===== src/rtl/uart_pkg.sv =====
// rtl/uart_pkg.sv - shared types and constants for the UART receive engine (optional UART_RX_PARITY_EN)
package uart_pkg;

    localparam int UART_DATA_BITS = 8;
    localparam int UART_DIV_W     = 27;
    localparam int UART_MIN_DIV   = 2;

    typedef enum logic [2:0] {
        RX_IDLE,
        RX_START,
        RX_DATA,
`ifdef UART_RX_PARITY_EN
        RX_PARITY,
`endif
        RX_STOP1,
        RX_STOP2
    } rx_state_t;

endpackage


===== src/rtl/uart_sync2.sv =====
// rtl/uart_sync2.sv - two-flop synchroniser with a parameterised reset value
module uart_sync2 #(
    parameter logic RST_VAL = 1'b1
) (
    input  logic clk,
    input  logic rst,
    input  logic d,
    output logic q
);

    logic [1:0] ff;

    // Shift the asynchronous input through two flops; reset to the line's idle level.
    always_ff @(posedge clk or negedge rst) begin
        if (!rst) begin
            ff <= {2{RST_VAL}};
        end else begin
            ff <= {ff[0], d};
        end
    end

    assign q = ff[1];

endmodule


===== src/rtl/uart_rx_ctrl.sv =====
// rtl/uart_rx_ctrl.sv - UART receive engine, 8N1/8N2 with optional parity (UART_RX_PARITY_EN)
module uart_rx_ctrl
    import uart_pkg::*;
#(
    parameter int DATA_BITS = UART_DATA_BITS,
    parameter int DIV_W     = UART_DIV_W
) (
    input  logic                 clk,
    input  logic                 rst,
    input  logic                 en,
    input  logic [DIV_W-1:0]     baud_div,
    input  logic                 two_stop_bits,
    input  logic                 s_in,
    input  logic                 rd_ack,
    input  logic                 err_clr,
`ifdef UART_RX_PARITY_EN
    input  logic                 parity_odd,
    output logic                 parity_err,
`endif
    output logic [DATA_BITS-1:0] rx_data,
    output logic                 rx_valid,
    output logic                 rx_complete,
    output logic                 busy_rx,
    output logic                 frame_err,
    output logic                 overrun
);

    localparam int IDX_W = (DATA_BITS > 1) ? $clog2(DATA_BITS) : 1;

    rx_state_t            state;
    rx_state_t            state_nxt;
    logic                 s_sync;
    logic                 s_prev;
    logic                 fall;
    logic                 tick;
    logic                 frame_done;
    logic                 stop_sample;
    logic                 fin;
    logic [DIV_W-1:0]     div_eff;
    logic [DIV_W-1:0]     div_q;
    logic [DIV_W-1:0]     bit_cnt;
    logic [IDX_W-1:0]     idx;
    logic [DATA_BITS-1:0] shift_q;

    uart_sync2 #(.RST_VAL(1'b1)) u_sync (
        .clk (clk),
        .rst (rst),
        .d   (s_in),
        .q   (s_sync)
    );

    assign fall        = s_prev & ~s_sync;
    assign tick        = (bit_cnt == '0);
    assign div_eff     = (baud_div < DIV_W'(UART_MIN_DIV)) ? DIV_W'(UART_MIN_DIV) : baud_div;
    assign stop_sample = en && tick && (state == RX_STOP1 || state == RX_STOP2);
    assign frame_done  = en && tick && ((state == RX_STOP1 && !two_stop_bits) || state == RX_STOP2);
    assign busy_rx     = (state != RX_IDLE);
    assign rx_complete = fin;

    // State register.
    always_ff @(posedge clk or negedge rst) begin
        if (!rst) begin
            state <= RX_IDLE;
        end else begin
            state <= state_nxt;
        end
    end

    // Next-state logic; a dropped enable overrides everything and parks the FSM in IDLE.
    always_comb begin
        state_nxt = state;
        case (state)
            RX_IDLE:  if (fall) state_nxt = RX_START;
            RX_START: if (tick) state_nxt = s_sync ? RX_IDLE : RX_DATA;
            RX_DATA: begin
                if (tick && idx == IDX_W'(DATA_BITS - 1)) begin
`ifdef UART_RX_PARITY_EN
                    state_nxt = RX_PARITY;
`else
                    state_nxt = RX_STOP1;
`endif
                end
            end
`ifdef UART_RX_PARITY_EN
            RX_PARITY: if (tick) state_nxt = RX_STOP1;
`endif
            RX_STOP1: if (tick) state_nxt = two_stop_bits ? RX_STOP2 : RX_IDLE;
            RX_STOP2: if (tick) state_nxt = RX_IDLE;
            default:  state_nxt = RX_IDLE;
        endcase
        if (!en) state_nxt = RX_IDLE;
    end

    // Bit timing, data shift register and edge-detect history.
    always_ff @(posedge clk or negedge rst) begin
        if (!rst) begin
            s_prev  <= 1'b1;
            div_q   <= '0;
            bit_cnt <= '0;
            idx     <= '0;
            shift_q <= '0;
            fin     <= 1'b0;
        end else begin
            s_prev <= s_sync;
            fin    <= frame_done;
            if (!tick) bit_cnt <= bit_cnt - 1'b1;
            if (en) begin
                case (state)
                    RX_IDLE: begin
                        if (fall) begin
                            div_q   <= div_eff;
                            bit_cnt <= div_eff >> 1;
                        end
                    end
                    RX_START: begin
                        if (tick && !s_sync) begin
                            bit_cnt <= div_q - 1'b1;
                            idx     <= '0;
                        end
                    end
                    RX_DATA: begin
                        if (tick) begin
                            shift_q <= {s_sync, shift_q[DATA_BITS-1:1]};
                            bit_cnt <= div_q - 1'b1;
                            idx     <= idx + 1'b1;
                        end
                    end
`ifdef UART_RX_PARITY_EN
                    RX_PARITY: if (tick) bit_cnt <= div_q - 1'b1;
`endif
                    RX_STOP1: if (tick && two_stop_bits) bit_cnt <= div_q - 1'b1;
                    default: ;
                endcase
            end
        end
    end

    // Byte hand-off, CPU acknowledge and sticky error flags; a set always beats err_clr.
    always_ff @(posedge clk or negedge rst) begin
        if (!rst) begin
            rx_data   <= '0;
            rx_valid  <= 1'b0;
            frame_err <= 1'b0;
            overrun   <= 1'b0;
        end else begin
            if (fin) begin
                if (!rx_valid || rd_ack) begin
                    rx_data  <= shift_q;
                    rx_valid <= 1'b1;
                end
            end else if (rd_ack) begin
                rx_valid <= 1'b0;
            end

            if (fin && rx_valid && !rd_ack) overrun <= 1'b1;
            else if (err_clr)               overrun <= 1'b0;

            if (stop_sample && !s_sync) frame_err <= 1'b1;
            else if (err_clr)           frame_err <= 1'b0;
        end
    end

`ifdef UART_RX_PARITY_EN
    logic par_bad;
    assign par_bad = en && tick && (state == RX_PARITY) && (s_sync != ((^shift_q) ^ parity_odd));

    // Sticky parity mismatch flag.
    always_ff @(posedge clk or negedge rst) begin
        if (!rst) begin
            parity_err <= 1'b0;
        end else if (par_bad) begin
            parity_err <= 1'b1;
        end else if (err_clr) begin
            parity_err <= 1'b0;
        end
    end
`endif

endmodule


===== config.mk =====
export PLATFORM = sky130hd
export DESIGN_NAME = uart_rx_ctrl
export DESIGN_NICKNAME = d
export VERILOG_FILES = /design/src/rtl/uart_pkg.sv /design/src/rtl/uart_sync2.sv /design/src/rtl/uart_rx_ctrl.sv
export SDC_FILE = /design/constraint.sdc
export NUM_CORES = 1
export LEC_CHECK = 0
export BUFFER_PORTS_ARGS = -buffer_cell sky130_fd_sc_hd__clkbuf_2
export CAP_MARGIN = 10
export CORE_ASPECT_RATIO = 2
export CORE_MARGIN = 5
export CORE_UTILIZATION = 45
export CTS_CLUSTER_SIZE = 30
export DETAILED_ROUTE_END_ITERATION = 10
export PLACE_DENSITY = 0.7
export RECOVER_POWER = 25
export SYNTH_ARGS = -nofsm -noshare
export SYNTH_HDL_FRONTEND = slang
export SYNTH_SLANG_ARGS = --single-unit
export TNS_END_PERCENT = 30

===== constraint.sdc =====
create_clock -name clk -period 2.4 [get_ports clk]
set_input_delay 0.36 -clock clk [delete_from_list [all_inputs] [get_ports clk]]
set_output_delay 0.36 -clock clk [all_outputs]
set_load 0.01 [all_outputs]

==> qor.yml <==
outcome: "finished with violations"
failed_checks: "max-capacitance violations, max-slew violations, negative setup slack"
ys_warn_count: 0
fin_crit_sh: 1.069
io_pins: 47
required_ps: 2680
hpwl_mm: 9.469
wirelength_mm: 12.94
grt_max_degree: 44
numCtsBuffers: 9
regArea_mm2: 0.002081
viasPerCell: 5.779
syn_nets: 518
synth_seq_cells: 83
crit_chain: "or4_4 -> or3_4 -> or4_4 -> or3_4 -> a41oi_2 -> and3_1"
synth_ff_type: "dfrtp_1"
p_per_area_mw_per_mm2: 775.6
power_leakage_nw: 2.607
cp_slowest_cell: "or4_4"
design_power_total_mw: 4.576
finClkSkew_ps: 8.263
grtUsageTotal: 0.2203
die_width_um: 80.78
cts_tree: "yes"
max_stage_delay_ps: 540
setup_ws_ps: -165.1
critPathKind: "reg2reg"
grt_pass1_vias: 4282
fin_hold_ws_ps: 93.77
crit_path_end_kind: "flop"
fin_setup_tns_ps: -2123
fp.coreArea_mm2: 0.009763
crit_fanout: 3
synthCells: 479
ir_worst_vdd_mv: 0.7060
hold_class: "in2reg"
fillCellCount: 778
ctsHoldBuffers: 0
netlist_area_mm2: 0.004508
n_antenna_cell: 0
htree_levels: 3
max_clock_freq_ghz: 0.3899
crit_family: "simple AND/OR/NAND/NOR gates"
layout_common_cells: "nand2_1, dfrtp_1, buf_4, clkbuf_2, xnor2_1"
cap_violations: 1
hold_violations: 0
worst_slew_pin_slew_ps: 2235
clk_latency_ps: 340
wl_per_cell_um: 18.13
grt_pass1_wl_mm: 20.70
post-route-min-period_ps: 2565
drcViolationCount: 0
setup_viol_count_final: 27
grt_remaining_overflow: 0
synth-edff-count: 0
numClockSinks: 83
cts_buffer_depth: 2
io_buffers: 46
cp_data_arrival_time_ps: 2850
seq_area_frac_synth: 0.4616
fin_nets: 616
ys_async_sr_fraction: 1.000
synth_cell_types: 51
drtIter0Drc: 309
die_h_um: 151.6
die_area_mm2: 0.01224
clk_pin_slew_ps: 70
antenna_found_initial: 0
cts-root-buf: "clkbuf_16"
start_util: 0.4617
slew_headroom: -0.4900
detail-route-antenna-nets: 0
route.vias.total: 4126
startpoint_type: "flop"
cp_num_buf_inv: 0
final_common_cell: "nand2_1"
synth.avg_cell_area_um2: 9.411
multiInputGateArea_mm2: 0.002541
gp_congestion: 0.9316
rows: 51
syn2layout_area_growth_pct: 30.86
drive_gt1_frac: 0.3093
dr.pass1.iters: 5
rsz0062_at_grt: "true"
slew_viol_final: 41
cell families after synthesis:
family,share of synthesized area
buf+inv,0.02553
simple gates,0.2492
compound gates,0.1113
mux,0.04913
fa+ha+maj,0.01388
flops,0.4616
xor+xnor,0.08937
final timing paths:
| path | start | end | cells past startpoint | slack [ps] |
|---|---|---|---|---|
| worst max-delay path | bit_cnt[6] | bit_cnt[19] | 6 | -170 |
| worst min register to register | u_sync.ff[0] | u_sync.ff[1] | 0 | 360 |
| worst max register to register | bit_cnt[6] | bit_cnt[19] | 6 | -170 |
| max in group asynchronous | rst | bit_cnt[18] | 1 | 450 |
| worst min-delay path | s_in | u_sync.ff[0] | 1 | 90 |
| min in group asynchronous | rst | rx_data[5] | 1 | 680 |
state kept, by name, indices dropped and copies added (netlist names):
register and flops:
bit_cnt 27, div_q 27, frame_err 1, idx 3, overrun 1, rx_complete 1, rx_data 8, rx_valid 1
s_prev 1, shift_q 8, state 3, u_sync.ff 2
cell usage after synthesis, types with 8 or more instances:
cell type,instances,area (µm²)
a22oi_1,13,97.59
clkbuf_1,14,52.55
dfrtp_1,80,2002
inv_1,10,37.54
mux2_2,17,191.4
nand2_1,89,334.1
nand3_1,11,55.05
nor2_1,27,101.4
nor3_1,19,95.09
nor4_1,22,137.6
o21ai_0,11,55.05
o221ai_1,8,70.07
o22ai_1,15,93.84
or3_1,16,100.1
xnor2_1,34,297.8
xor2_1,12,105.1
through the flow:
step / util / cell area, µm² / cells / setup slack (ps)
after global placement: 0.5470 / 5340 / 694 / -116.3
after floorplan: - / 4518 / 479 / -158.1
after CTS: 0.5850 / 5712 / 711 / -131.1
final: 0.6043 / 5899 / 714 / -165.1
after detailed placement: 0.5470 / 5340 / 694 / -193.2
after global routing: 0.6043 / 5899 / 714 / -197.1
worst register-to-register path, stage by stage, from the launching register on:
cell and delay [ps]:
dfrtp_1 390, or4_4 540, or3_4 370, or4_4 500, or3_4 350, a41oi_2 180
and3_1 170
cell type report:
cell class / count / area share
multi-input cells: 367 / 0.4308
flip-flops and latches: 83 / 0.3527
repair buffers: 106 / 0.1328
clock buffers: 9 / 0.03818
well taps: 132 / 0.02800
clock inverters: 7 / 0.01124
inverters: 10 / 0.006363
layer usage:
layer | GRT usage | share of wire
met3 | 0.03373 | 0.039
met4 | 0.1100 | 0.041
met1 | 0.2498 | 0.38
met5 | 0 | 0
met2 | 0.3937 | 0.54
power breakdown:
group	internal [mW]	total (mW)	leakage, nW	switching, mW
Clock	0.733	1.37	0.145	0.633
Combinational	0.648	1.34	1.40	0.695
Sequential	1.63	1.87	1.07	0.239
Total	3.01	4.58	2.61	1.57
what timing repair did:
action | CTS | global route
gates cloned | 0 | 1
buffers inserted | 1 | 2
gates resized for setup | 15 | 30
pin swaps | 0 | 6
endpoints found under the hold margin | 0 | 0
setup endpoints to repair | 40 | 32
No activity file was read; power rests on OpenSTA's default activity.
